## src/rtl/mouse_master_sm.sv

```systemverilog
// PS/2 mouse host sequencer: runs the reset/enable handshake, then assembles
// 3-byte movement packets and flags each one with a one-cycle interrupt.
module mouse_master_sm #(
  parameter int unsigned TIMEOUT_CYCLES = 100_000_000
) (
  input  logic       CLK,
  input  logic       RESET,
  output logic       SEND_BYTE,
  output logic [7:0] BYTE_TO_SEND,
  input  logic       BYTE_SENT,
  output logic       READ_ENABLE,
  input  logic [7:0] BYTE_READ,
  input  logic       BYTE_READY,
  input  logic [1:0] BYTE_ERROR_CODE,
  output logic [7:0] MOUSE_STATUS,
  output logic [7:0] MOUSE_DX,
  output logic [7:0] MOUSE_DY,
  output logic       SEND_INTERRUPT,
  output logic       INIT_DONE,
  output logic [3:0] RETRY_COUNT,
  output logic [3:0] MASTER_STATE
);

  localparam logic [3:0] S0_SEND_RST      = 4'd0;
  localparam logic [3:0] S1_WAIT_RST_SENT = 4'd1;
  localparam logic [3:0] S2_WAIT_ACK1     = 4'd2;
  localparam logic [3:0] S3_WAIT_BAT      = 4'd3;
  localparam logic [3:0] S4_WAIT_ID       = 4'd4;
  localparam logic [3:0] S5_SEND_EN       = 4'd5;
  localparam logic [3:0] S6_WAIT_EN_SENT  = 4'd6;
  localparam logic [3:0] S7_WAIT_ACK2     = 4'd7;
  localparam logic [3:0] S8_PKT0          = 4'd8;
  localparam logic [3:0] S9_PKT1          = 4'd9;
  localparam logic [3:0] S10_PKT2         = 4'd10;

  localparam logic [26:0] WD_LAST = 27'(TIMEOUT_CYCLES - 1);

  logic [3:0]  r_state;
  logic [26:0] r_wd;
  logic [3:0]  r_retry;
  logic [7:0]  r_shadow_status;
  logic [7:0]  r_shadow_dx;
  logic        r_send_byte;
  logic [7:0]  r_byte_to_send;
  logic        r_read_enable;
  logic        r_init_done;
  logic        r_send_interrupt;
  logic [7:0]  r_mouse_status;
  logic [7:0]  r_mouse_dx;
  logic [7:0]  r_mouse_dy;

  logic [3:0]  w_next;
  logic        w_restart;
  logic [7:0]  w_expect;
  logic        w_good;
  logic        w_wd_active;
  logic        w_wd_expired;

  assign w_good       = BYTE_READY && (BYTE_ERROR_CODE == 2'b00);
  assign w_wd_active  = r_state inside {S1_WAIT_RST_SENT, S2_WAIT_ACK1, S3_WAIT_BAT,
                                        S4_WAIT_ID, S6_WAIT_EN_SENT, S7_WAIT_ACK2};
  assign w_wd_expired = w_wd_active && (r_wd == WD_LAST);

  // A device event arriving on the expiry cycle wins over the watchdog.
  always_comb begin
    // NOTE: every combinational output gets a default first so no path can infer a latch.
    w_next    = r_state;
    w_restart = 1'b0;
    w_expect  = 8'hFA;
    case (r_state)
      S3_WAIT_BAT: w_expect = 8'hAA;
      S4_WAIT_ID:  w_expect = 8'h00;
      default:     w_expect = 8'hFA;
    endcase

    case (r_state)
      S0_SEND_RST: w_next = S1_WAIT_RST_SENT;
      S1_WAIT_RST_SENT, S6_WAIT_EN_SENT: begin
        if (BYTE_SENT)         w_next = r_state + 4'd1;
        else if (w_wd_expired) w_restart = 1'b1;
      end
      S2_WAIT_ACK1, S3_WAIT_BAT, S4_WAIT_ID, S7_WAIT_ACK2: begin
        if (BYTE_READY) begin
          if (w_good && (BYTE_READ == w_expect)) w_next = r_state + 4'd1;
          else                                   w_restart = 1'b1;
        end else if (w_wd_expired) begin
          w_restart = 1'b1;
        end
      end
      S5_SEND_EN: w_next = S6_WAIT_EN_SENT;
      S8_PKT0:    if (w_good && BYTE_READ[3]) w_next = S9_PKT1;
      S9_PKT1:    if (BYTE_READY) w_next = w_good ? S10_PKT2 : S8_PKT0;
      S10_PKT2:   if (BYTE_READY) w_next = S8_PKT0;
      default:    w_next = S0_SEND_RST;
    endcase

    if (w_restart) w_next = S0_SEND_RST;
  end

  always_ff @(posedge CLK) begin
    // NOTE: sequential state uses non-blocking assignments so every register sees pre-edge values.
    if (RESET) begin
      r_state          <= S0_SEND_RST;
      r_wd             <= '0;
      r_retry          <= '0;
      r_shadow_status  <= '0;
      r_shadow_dx      <= '0;
      r_send_byte      <= 1'b0;
      r_byte_to_send   <= '0;
      r_read_enable    <= 1'b0;
      r_init_done      <= 1'b0;
      r_send_interrupt <= 1'b0;
      r_mouse_status   <= '0;
      r_mouse_dx       <= '0;
      r_mouse_dy       <= '0;
    end else begin
      r_state          <= w_next;
      r_send_byte      <= (r_state == S0_SEND_RST) || (r_state == S5_SEND_EN);
      r_read_enable    <= w_next inside {S2_WAIT_ACK1, S3_WAIT_BAT, S4_WAIT_ID,
                                         S7_WAIT_ACK2, S8_PKT0, S9_PKT1, S10_PKT2};
      r_init_done      <= w_next inside {S8_PKT0, S9_PKT1, S10_PKT2};
      r_send_interrupt <= 1'b0;

      if (r_state == S0_SEND_RST) r_byte_to_send <= 8'hFF;
      if (r_state == S5_SEND_EN)  r_byte_to_send <= 8'hF4;

      if (w_restart && (r_retry != 4'hF)) r_retry <= r_retry + 4'd1;

      if (!w_wd_active || (w_next != r_state)) r_wd <= '0;
      else                                     r_wd <= r_wd + 27'd1;

      if ((r_state == S8_PKT0) && (w_next == S9_PKT1))  r_shadow_status <= BYTE_READ;
      if ((r_state == S9_PKT1) && (w_next == S10_PKT2)) r_shadow_dx     <= BYTE_READ;

      // The packet is published atomically with its interrupt.
      if ((r_state == S10_PKT2) && w_good) begin
        r_mouse_status   <= r_shadow_status;
        r_mouse_dx       <= r_shadow_dx;
        r_mouse_dy       <= BYTE_READ;
        r_send_interrupt <= 1'b1;
      end
    end
  end

  assign SEND_BYTE      = r_send_byte;
  assign BYTE_TO_SEND   = r_byte_to_send;
  assign READ_ENABLE    = r_read_enable;
  assign MOUSE_STATUS   = r_mouse_status;
  assign MOUSE_DX       = r_mouse_dx;
  assign MOUSE_DY       = r_mouse_dy;
  assign SEND_INTERRUPT = r_send_interrupt;
  assign INIT_DONE      = r_init_done;
  assign RETRY_COUNT    = r_retry;
  assign MASTER_STATE   = r_state;

endmodule

```

## config.mk

```make
export PLATFORM = sky130hd
export DESIGN_NAME = mouse_master_sm
export DESIGN_NICKNAME = d
export VERILOG_FILES = /design/src/rtl/mouse_master_sm.sv
export SDC_FILE = /design/constraint.sdc
export NUM_CORES = 1
export LEC_CHECK = 0
export ABC_CLOCK_PERIOD_IN_PS = 7000
export BUFFER_PORTS_ARGS = -buffer_cell sky130_fd_sc_hd__buf_2
export CAP_MARGIN = 20
export CORE_ASPECT_RATIO = 2
export CORE_UTILIZATION = 55
export DETAILED_ROUTE_END_ITERATION = 10
export GPL_ROUTABILITY_DRIVEN = 0
export PLACE_DENSITY_LB_ADDON = 0.15
export SLEW_MARGIN = 0
export SYNTH_ARGS = -nofsm -noshare
export SYNTH_HDL_FRONTEND = slang
export SYNTH_SLANG_ARGS = --single-unit
```

## constraint.sdc

```tcl
create_clock -name CLK -period 7 [get_ports CLK]
set_input_delay 0.35 -clock CLK [delete_from_list [all_inputs] [get_ports CLK]]
set_output_delay 0.35 -clock CLK [all_outputs]
set_load 0.02 [all_outputs]
```

==> results.json, run 1 <==
{
  "status": "finished clean",
  "path_max_fanout": 10,
  "nNetsFinal": 508,
  "synth_edf_count": 0,
  "ys_ff_latch": 81,
  "postCtsHoldBufs": 0,
  "finalHoldViolations": 0,
  "route.met3.wl_um": 297,
  "syn-cell-area_mm2": 0.003969,
  "finClkSkew_ns": 0.006178,
  "insertedDiodeCount": 0,
  "reg2reg_slack_ns": 3.13,
  "finalCriticalPeriod_ns": 3.871,
  "drt_iter0_markers": 237,
  "report.final.setup_viol": 0,
  "cts_root_buffer": "clkbuf_16",
  "grtUsageTotal": 0.2652,
  "routedWlPerCell_um": 15.73,
  "ys_async_sr_fraction": 0,
  "dp_slack_ns": 3.158,
  "max_freq_ghz": 0.2584,
  "ant_nets": 0,
  "grt_overflow_total": 0,
  "ys.flop_type": "dfxtp_1",
  "power_leakage_uw": 0.001613,
  "totalWireLength_mm": 9.170,
  "core.rowCount": 43,
  "critPathKind": "flop to flop",
  "vias": 3312,
  "min_path_type": "input port to flop",
  "drc": 0,
  "p_total_uw": 1325,
  "max-cap-violations": 0,
  "grt_pass1_wl_mm": 14.69,
  "holdPathStages": 3,
  "reg2reg_from": "MASTER_STATE[0]$_SDFF_PP0_",
  "vdd_ir_drop_max_mv": 0.2063,
  "via_per_inst": 5.681,
  "ys_types": 59,
  "ys_seq_area_frac": 0.4086,
  "timing.rr.end": "r_shadow_dx[5]$_SDFFE_PP0P_",
  "first_pass_iters": 4,
  "syn_inst": 445,
  "fp.dieH_um": 122.1,
  "stdcell_area_mm2": 0.004518,
  "syn_to_final_growth_pct": 13.84,
  "fin_crit_sh": 0.5529,
  "io_pins": 58,
  "tns_ns": 0,
  "dr_wl_met2_mm": 4.936,
  "htree_levels": 3,
  "min_from": "BYTE_READ[1]",
  "r2r_cells": 10,
  "clock_latency_ns": 0.34,
  "fillers": 603,
  "path_clk_slew_ns": 0.06,
  "cts.path.max_buffers": 2,
  "numCtsBuffers": 9,
  "power_density_mw_per_mm2": 293.2,
  "grt_pass1_vias": 3158,
  "grt_antenna_before_repair": 0,
  "tightest_slew_ns": 0.9480,
  "die-area_mm2": 0.007580,
  "fp.coreArea_mm2": 0.006940,
  "cp-start-kind": "flop",
  "rsz0062_at_grt": "no",
  "cts_resized": 0,
  "setup_ws_ns": 3.129,
  "slew-limit-headroom": 0.3662,
  "postCtsSetupBuffers": 0,
  "initial_utilization": 0.5718,
  "drive_above_1_share": 0.2231,
  "wl_met1_mm": 3.517,
  "cp-end-kind": "flop",
  "highest_layer": "met4",
  "slew_violations": 0,
  "placed_cell_area_mm2": 0.004243,
  "whs_ns": 0.3065,
  "io_buffer_count": 57,
  "worst-endpoint-arrival_ns": 4.06,
  "grt_max_degree": 52,
  "syn_avg_cell_area_um2": 8.919,
  "cp.required_ns": 7.19,
  "cts_tree": "built",
  "dieWidth_um": 62.07,
  "yosysWarnings": 0,
  "hpwl_mm": 6.555,
  "cts_num_sinks": 81,
  "syn-num-nets": 465,
  "hold_end": "MOUSE_DY[1]$_SDFFE_PP0P_"
}
==> report_power, final <==
| part | switching, uW | total (uW) | internal (uW) |
|---|---|---|---|
| Clock | 181 | 431 | 250 |
| Combinational | 285 | 403 | 118 |
| Sequential | 17.3 | 491 | 473 |
==> cells in the mapped netlist (2+ instances only) <==
| library cell | n | area, um^2 |
|---|---|---|
| a2bb2oi_1 | 3 | 26.28 |
| o21ai_0 | 3 | 15.01 |
| mux2i_1 | 20 | 200.2 |
| inv_1 | 9 | 33.78 |
| xor2_1 | 14 | 122.6 |
| nand4b_1 | 2 | 17.52 |
| nand4_1 | 10 | 62.56 |
| buf_2 | 6 | 30.03 |
| or4_1 | 2 | 15.01 |
| nand3_1 | 12 | 60.06 |
| nor4_1 | 8 | 50.05 |
| a21oi_1 | 34 | 170.2 |
| or4_4 | 2 | 22.52 |
| and4_1 | 3 | 26.28 |
| a31oi_1 | 2 | 12.51 |
| buf_4 | 6 | 45.04 |
| dfxtp_1 | 81 | 1622 |
| or2_2 | 2 | 12.51 |
| nor2_1 | 47 | 176.4 |
| clkbuf_1 | 14 | 52.55 |
| xnor2_1 | 13 | 113.9 |
| o21ai_1 | 2 | 10.01 |
| nor4_2 | 20 | 250.2 |
| o211ai_1 | 3 | 22.52 |
| nor3b_1 | 3 | 22.52 |
| nand2_1 | 68 | 255.2 |
| and3_1 | 3 | 18.77 |
| buf_6 | 2 | 22.52 |
| nor3_1 | 7 | 35.03 |
| a21o_1 | 2 | 15.01 |
| and2_1 | 2 | 12.51 |
| ha_1 | 6 | 75.07 |
| nor2b_1 | 8 | 50.05 |
==> metal layers <==
metal  vias up  global-route usage
met5         -                   0
met4         0              0.1625
met3        32             0.06476
met2        78              0.4628
met1      1546              0.2645
li1       1656                   -
==> cell usage in the layout, fill, tap and decap left out, drive strengths merged, types with 3 or more instances in the layout <==
master,instances
dfxtp,81
nand2,69
buf,61
nor2,47
a21oi,35
nor4,28
mux2i,20
xor2,14
xnor2,13
nand3,12
clkbuf,12
nand4,10
inv,9
nor2b,8
nor3,7
ha,6
o21ai,5
nor3b,4
or4,4
o211ai,3
a2bb2oi,3
and4,3
and3,3
a31oi,3
==> worst max-delay path by stage <==
stage / start / endpoint / slack, ns / cells past startpoint
2_1_floorplan: MASTER_STATE[0]$_SDFF_PP0_ / r_wd[10]$_SDFF_PP0_ / 3.57 / 12
5_1_grt: MASTER_STATE[0]$_SDFF_PP0_ / r_shadow_dx[5]$_SDFFE_PP0P_ / 2.87 / 10
3_3_place_gp: MASTER_STATE[0]$_SDFF_PP0_ / r_shadow_dx[6]$_SDFFE_PP0P_ / 3.35 / 10
3_5_place_dp: MASTER_STATE[0]$_SDFF_PP0_ / r_shadow_dx[5]$_SDFFE_PP0P_ / 3.16 / 10
6_report: MASTER_STATE[0]$_SDFF_PP0_ / r_shadow_dx[5]$_SDFFE_PP0P_ / 3.13 / 10
4_1_cts: MASTER_STATE[0]$_SDFF_PP0_ / r_shadow_dx[5]$_SDFFE_PP0P_ / 3.15 / 10
==> registers in the layout, summed over array words and instances, names as in the netlist, 2 cells and up <==
register,cells
BYTE_TO_SEND,2
MASTER_STATE,4
MOUSE_DX,8
MOUSE_DY,8
MOUSE_STATUS,8
RETRY_COUNT,4
r_shadow_dx,8
r_shadow_status,8
r_wd,27
==> worst max-delay path, cell delays in order, from the launching register on <==
cell and delay, ns:
dfxtp_1 0.41, inv_1 0.20, ha_1 0.39, mux2i_1 0.16
or4_4 0.48, a221o_1 0.41, mux2i_1 0.13, o211ai_1 0.59
and4b_1 0.64, mux2i_1 0.25, nor2_1 0.06
==> area by class of cell <==
class | instances | area, um^2 | area share
Clock inverter | 4 | 28.78 | 0.006369
Multi-Input combinational cell | 326 | 2160 | 0.4780
Inverter | 9 | 33.78 | 0.007477
Sequential cell | 81 | 1622 | 0.3589
Timing Repair Buffer | 61 | 315.3 | 0.06979
Tap cell | 90 | 112.6 | 0.02492
Clock buffer | 12 | 246.5 | 0.05456
==> cell families after synthesis <==
logic type | share of synthesized area
AO/OA/AOI/OAI | 0.1144
XOR/XNOR | 0.05958
adder cells (fa/ha/maj) | 0.01892
buffers and inverters | 0.04729
flip-flops | 0.4086
multiplexers | 0.05328
AND/OR/NAND/NOR | 0.2979
==> through the flow <==
step | instances | utilization
2_1_floorplan | 445 | -
3_3_place_gp | 567 | 0.6113
3_5_place_dp | 567 | 0.6113
4_1_cts | 583 | 0.6510
5_1_grt | 583 | 0.6510
6_report | 583 | 0.6510
(Power assumes the default switching activity.)
==> run 2: changes to the inputs <==
ABC_AREA = 1   (was default)
ABC_CLOCK_PERIOD_IN_PS = 4000   (was 7000)
clock period = 4 ns   (was 7 ns; I/O delays follow)
==> run 2 against run 1 <==
Net effect: count of clock-buffer cells in the layout fell by 2; synthesized area is 4.5% higher; flip-flop and latch count unchanged; final area grew 4.9%; clock skew is 0.0015 ns lower; largest power group is now clock.
==> results.json, run 2 <==
{
  "dp_slack_ns": 1.168,
  "fillers": 643,
  "syn_inst": 543,
  "grtUsageTotal": 0.2482,
  "ys_types": 34,
  "seq_power_share": 0.449,
  "timing.rr.end": "r_wd[19]$_SDFF_PP0_",
  "nNetsFinal": 613,
  "insertedDiodeCount": 0,
  "post-synth-top-area-cell": "dfxtp_1",
  "max_stage_delay_ns": 0.46,
  "cts_root_buffer": "clkbuf_16",
  "first_pass_iters": 4,
  "syn_to_final_growth_pct": 14.27,
  "htree_levels": 3,
  "ys.flop_type": "dfxtp_1",
  "cp-start-kind": "flop",
  "grt_antenna_before_repair": 0,
  "power_density_mw_per_mm2": 385.7,
  "path_max_fanout": 27,
  "vias": 3551,
  "hold_end": "MOUSE_DY[3]$_SDFFE_PP0P_",
  "critical_path_buf_inv_count": 1,
  "yosysTopAreaCellShare": 0.3910,
  "fin_crit_sh": 0.7134,
  "cts_resized": 0,
  "min_from": "BYTE_READ[3]",
  "status": "finished clean",
  "slew_violations": 0,
  "critPathKind": "flop to flop",
  "fp.coreArea_mm2": 0.007267,
  "final_common_cell": "dfxtp_1",
  "max_freq_ghz": 0.3504,
  "holdPathStages": 3,
  "grt_pass1_vias": 3603,
  "grt_pass1_wl_mm": 15.48,
  "min_path_type": "input port to flop",
  "initial_utilization": 0.5708,
  "cts.path.max_buffers": 2,
  "most-common-layout-cells": "dfxtp_1 (81), nand2_1 (80), nor2_1 (74), inv_1 (67), buf_2 (57)",
  "via_per_inst": 5.146,
  "r2r_cells": 15,
  "cp_top_family": "simple AND/OR/NAND/NOR gates",
  "ant_nets": 0,
  "cts_tree": "built",
  "reg2reg_from": "MASTER_STATE[0]$_SDFF_PP0_",
  "rsz0062_at_grt": "no",
  "slew-limit-headroom": 0.5555,
  "largest_reg_flops": 27,
  "numCtsBuffers": 9,
  "cp-end-kind": "flop",
  "critPathSlowestCell": "dfxtp_1",
  "combinationalPowerShare": 0.084,
  "clock_latency_ns": 0.34,
  "drc": 0,
  "synth_edf_count": 0,
  "core.rowCount": 44,
  "report.final.setup_viol": 0,
  "synth_area_leaders": "dfxtp_1 (39%), nand2_1 (7.2%), nor2_1 (6.8%), nor2_4 (6.2%), inv_1 (6.1%)",
  "yosys-top-cells-count": "dfxtp_1 (81), nand2_1 (80), nor2_1 (75), inv_1 (67), nand3_1 (39)",
  "totalWireLength_mm": 9.229,
  "switching_power_uw": 430.3,
  "routedWlPerCell_um": 13.38,
  "ys_seq_area_frac": 0.3910,
  "fp.dieH_um": 124.8,
  "syn_avg_cell_area_um2": 7.639,
  "internal-power_uw": 1398,
  "syn-num-nets": 563,
  "io_pins": 58,
  "cp_cell_sequence": "inv_1, ha_1, nand3_4, nand2_1, nand2_1, nand2_1, nor2_2, nand3_1, nand3_1, nand2_2, nand3_1, nand3_1, nor2_2, nand2_4, nor2_1",
  "tns_ns": 0,
  "yosysMostFrequentCell": "dfxtp_1",
  "postCtsHoldBufs": 0,
  "clkPwrFrac": 0.467,
  "path_common_cell": "nand3_1",
  "cp.required_ns": 4.26,
  "drt_iter0_markers": 209,
  "postCtsSetupBuffers": 0,
  "switching_share": 0.2354,
  "vdd_ir_drop_max_mv": 0.2202,
  "dieWidth_um": 63.41,
  "tightest_slew_ns": 0.6668,
  "reg2reg_slack_ns": 1.15,
  "io_buffer_count": 57,
  "finalCriticalPeriod_ns": 2.854,
  "cts_num_sinks": 81,
  "setup_ws_ns": 1.146,
  "hpwl_mm": 6.961,
  "top_register": "r_wd",
  "ys_ff_latch": 81,
  "finalHoldViolations": 0,
  "yosysWarnings": 0,
  "drive_above_1_share": 0.2174,
  "ys_async_sr_fraction": 0,
  "finClkSkew_ns": 0.004722,
  "grt_overflow_total": 0,
  "path_clk_slew_ns": 0.06,
  "power_leakage_uw": 0.002018,
  "grt_max_degree": 38,
  "worst-endpoint-arrival_ns": 3.12,
  "max-cap-violations": 0,
  "die-area_mm2": 0.007914,
  "syn-cell-area_mm2": 0.004148
}
==> run 2: cell count changes after synthesis, sizes merged, moves of 20 or more <==
cell   previous run  this run
o21ai             5        32
nand2            69        96
nor2             47       102
nand3            12        45
mux2i            20         0
nor4             28         0
inv               9        70
==> run 2: cell type report <==
cell class / count / area [um^2] / area share
inverters: 73 / 274.0 / 0.05781
repair buffers: 59 / 300.3 / 0.06336
well taps: 92 / 115.1 / 0.02429
clock inverters: 6 / 82.58 / 0.01742
flip-flops and latches: 81 / 1622 / 0.3421
multi-input cells: 369 / 2117 / 0.4467
clock buffers: 10 / 229.0 / 0.04831
==> run 2: how the worst max path moves through the flow <==
stage	slack, ns	start	end	cells after the start
floorplan	1.59	MASTER_STATE[0]$_SDFF_PP0_	r_wd[2]$_SDFF_PP0_	17
CTS	1.17	MASTER_STATE[0]$_SDFF_PP0_	r_wd[21]$_SDFF_PP0_	15
global placement	1.25	MASTER_STATE[0]$_SDFF_PP0_	r_wd[15]$_SDFF_PP0_	14
detailed placement	1.17	MASTER_STATE[0]$_SDFF_PP0_	r_wd[21]$_SDFF_PP0_	15
finish	1.15	MASTER_STATE[0]$_SDFF_PP0_	r_wd[19]$_SDFF_PP0_	15
global route	0.96	MASTER_STATE[0]$_SDFF_PP0_	r_wd[21]$_SDFF_PP0_	15
==> run 2: kinds of logic (layout without fill, tap and decap cells) <==
kind of cell             Yosys count  in the layout  synth area share
adder cells (fa/ha/maj)            6              6           0.01810
AND/OR/NAND/NOR                  270            270            0.3505
XOR/XNOR                          28             28           0.05912
buffers and inverters             93            148           0.09924
flip-flops                        81             81            0.3910
AO/OA/AOI/OAI                     65             65           0.08205
==> run 2: metrics by stage <==
step                cells  area, um^2  power (uW)  hold WS, ns    util
floorplan             543        4148       963.5       0.3031       -
global placement      674        4428       990.3       0.4404  0.6093
detailed placement    674        4428       992.1       0.4448  0.6093
CTS                   690        4740        1841       0.1320  0.6522
global route          690        4740        1883       0.1453  0.6522
finish                690        4740        1828       0.1404  0.6522
==> run 2: metal layers <==
| layer | track usage | share of wire |
|---|---|---|
| met5 | 0 | 0 |
| met4 | 0.1778 | 0.051 |
| met3 | 0.04396 | 0.038 |
| met2 | 0.4643 | 0.55 |
| met1 | 0.2288 | 0.36 |
==> run 2: power groups by stage <==
stage	clock, uW	combinational (uW)	sequential, uW
6_report	853	154	821
4_1_cts	866	154	821
3_3_place_gp	0	152	839
3_5_place_dp	0	153	839
2_1_floorplan	0	118	845
5_1_grt	895	166	823
==> run 2: worst reg2reg max path, delay by kind of cell, from the launching register on <==
family	cells	cell delay [ns]
simple gates	13	1.85
flops	1	0.46
fa+ha+maj	1	0.29
buf+inv	1	0.18
==> run 3: changes to the inputs <==
ABC_AREA = 0   (was 1)
ABC_CLOCK_PERIOD_IN_PS = 2350   (was 4000)
CORE_UTILIZATION = 51   (was 55)
clock period = 2.35 ns   (was 4 ns; I/O delays follow)
==> run 3 against run 2 <==
Net effect: count of clock-buffer cells in the layout is 1 lower; largest power group is now combinational cells; global-route usage up 6.3 points; non-clock buffer count rose by 111; the run now ends with setup timing left; worst setup slack lost 1.8 ns; clock skew rose by 0.0035 ns; sequential share of layout area down 6.4 points; worst hold slack improved by 0.00085 ns; critical endpoint is now r_wd[18]$_SDFF_PP0_.
==> results.json, run 3 (synthesized netlist as in run 1, its figures left out) <==
{
  "ff_latch_area_mm2": 0.001630,
  "report.final.setup_viol": 53,
  "max-cap-violations": 0,
  "cp-start-kind": "flop",
  "io_pins": 58,
  "stdcell_area_mm2": 0.005868,
  "combinationalPowerShare": 0.425,
  "seq_power_share": 0.286,
  "tightest_slew_ns": 0.8038,
  "critPathKind": "flop to flop",
  "vdd_ir_drop_max_mv": 0.5519,
  "switching_share": 0.3752,
  "drt_iter0_markers": 328,
  "cts_num_sinks": 81,
  "cp-end-kind": "flop",
  "dieWidth_um": 64.38,
  "path_max_fanout": 21,
  "cp_cell_sequence": "inv_4, ha_4, mux2i_4, or4_4, buf_6, a221oi_4, buf_4, nor2_2, buf_6, a21oi_4, nor4b_4, nor3b_4, buf_12, nor4_1",
  "nNetsFinal": 618,
  "multiInputGateArea_mm2": 0.002505,
  "path_clk_slew_ns": 0.06,
  "top_register": "r_wd",
  "core.rowCount": 45,
  "cts_root_buffer": "clkbuf_16",
  "max_stage_delay_ns": 0.44,
  "critPathSlowestCell": "or4_4",
  "fp.dieH_um": 126.8,
  "routedWlPerCell_um": 17.99,
  "clkPwrFrac": 0.289,
  "most-common-layout-cells": "buf_4 (92), dfxtp_1 (78), nand2_1 (68), buf_2 (57), nor2_1 (44)",
  "die-area_mm2": 0.008160,
  "via_per_inst": 5.766,
  "cts.path.max_buffers": 2,
  "switching_power_uw": 1907,
  "drive_above_1_share": 0.4312,
  "finClkSkew_ns": 0.008260,
  "grtUsageTotal": 0.3113,
  "grt_overflow_total": 0,
  "insertedDiodeCount": 0,
  "vias": 4019,
  "slew_violations": 0,
  "fp.coreArea_mm2": 0.007545,
  "initial_utilization": 0.5260,
  "fin_crit_sh": 1.290,
  "htree_levels": 3,
  "clock_latency_ns": 0.34,
  "violations": "setup timing",
  "power_leakage_uw": 0.002270,
  "worst-endpoint-arrival_ns": 3.26,
  "min_path_type": "input port to flop",
  "first_pass_iters": 5,
  "rsz0062_at_grt": "yes",
  "totalWireLength_mm": 12.54,
  "cp.required_ns": 2.58,
  "dp_slack_ns": -0.8347,
  "status": "finished with violations",
  "grt_antenna_before_repair": 0,
  "hpwl_mm": 7.913,
  "placed_cell_area_mm2": 0.005000,
  "ant_nets": 0,
  "numCtsBuffers": 9,
  "drc": 0,
  "finalCriticalPeriod_ns": 3.031,
  "final_common_cell": "buf_4",
  "cts_tree": "built",
  "grt_max_degree": 37,
  "grt_pass1_vias": 4147,
  "grt_pass1_wl_mm": 19.51,
  "fin_util": 0.7778,
  "p_total_uw": 5082,
  "internal-power_uw": 3175,
  "max_freq_ghz": 0.3299,
  "power_density_mw_per_mm2": 866.0,
  "slew-limit-headroom": 0.4600,
  "path_common_cell": "buf_6",
  "finalHoldViolations": 0,
  "io_buffer_count": 57,
  "largest_reg_flops": 27,
  "setup_ws_ns": -0.6814,
  "fillers": 533,
  "syn_to_final_growth_pct": 47.86
}
## run 3: changes by cell type in the layout (fill, tap and decap cells not counted), sizes merged, moves of 4 or more
| cell | delta |
|---|---|
| nor2b | +8 |
| nand3 | -33 |
| nor2 | -55 |
| nor4 | +28 |
| mux2i | +20 |
| buf | +111 |
| clkinv | -5 |
| or4 | +4 |
| nand2 | -27 |
| nand4 | -8 |
| o21ai | -27 |
| a21oi | +7 |
| inv | -57 |
## run 3: per-layer routing
metal	track usage	up-vias	routed length, um
met5	0	-	0
met4	0.2026	0	864
met3	0.06385	67	503
met2	0.5666	139	6774
met1	0.3076	1936	4395
li1	-	1877	-
## run 3: cell type report
type,count,area share
timing repair buffer,170,0.2156
clock inverter,7,0.01471
inverter,9,0.006610
tap,94,0.02004
multi-input combinational,327,0.4269
clock buffer,9,0.03838
sequential,81,0.2778
## run 3: power groups by stage
stage               Clock (uW)  Combinational (uW)  Sequential [uW]
floorplan                    0                1040             1530
global placement             0                1580             1470
detailed placement           0                1610             1480
CTS                       1480                1940             1450
global route              1560                2250             1460
finish                    1470                2160             1460
## run 3: timing repair
action	4_1_cts	5_1_grt
hold buffers	0	0
setup endpoints to repair	53	53
pin swaps	15	11
cloned	1	0
resized for setup	48	20
setup buffers	14	8
## run 3: worst paths after layout
kind | from | to | slack (ns) | depth (start not counted)
setup / recovery | MASTER_STATE[0]$_SDFF_PP0_ | r_wd[18]$_SDFF_PP0_ | -0.68 | 14
hold / removal | RESET | r_shadow_dx[4]$_SDFFE_PP0P_ | 0.14 | 2
setup reg to reg | MASTER_STATE[0]$_SDFF_PP0_ | r_wd[18]$_SDFF_PP0_ | -0.68 | 14
hold reg to reg | MOUSE_DX[7]$_SDFFE_PP0P_ | MOUSE_DX[7]$_SDFFE_PP0P_ | 0.45 | 2
## run 3: worst max-delay path, delay by kind of cell (launching register included)
| kind | cells | cell delay, ns |
|---|---|---|
| compound gates | 2 | 0.54 |
| fa+ha+maj | 1 | 0.15 |
| buf+inv | 5 | 0.79 |
| flops | 1 | 0.37 |
| mux | 1 | 0.08 |
| simple gates | 5 | 0.97 |
## run 3: per-stage QoR
stage               TNS, ns  std cells  hold WS, ns
floorplan            -28.55        445       0.2535
global placement     -29.93        660       0.4387
detailed placement   -33.58        660       0.4443
CTS                  -23.23        689       0.1353
global route         -34.26        697       0.1636
finish               -30.04        697       0.1412
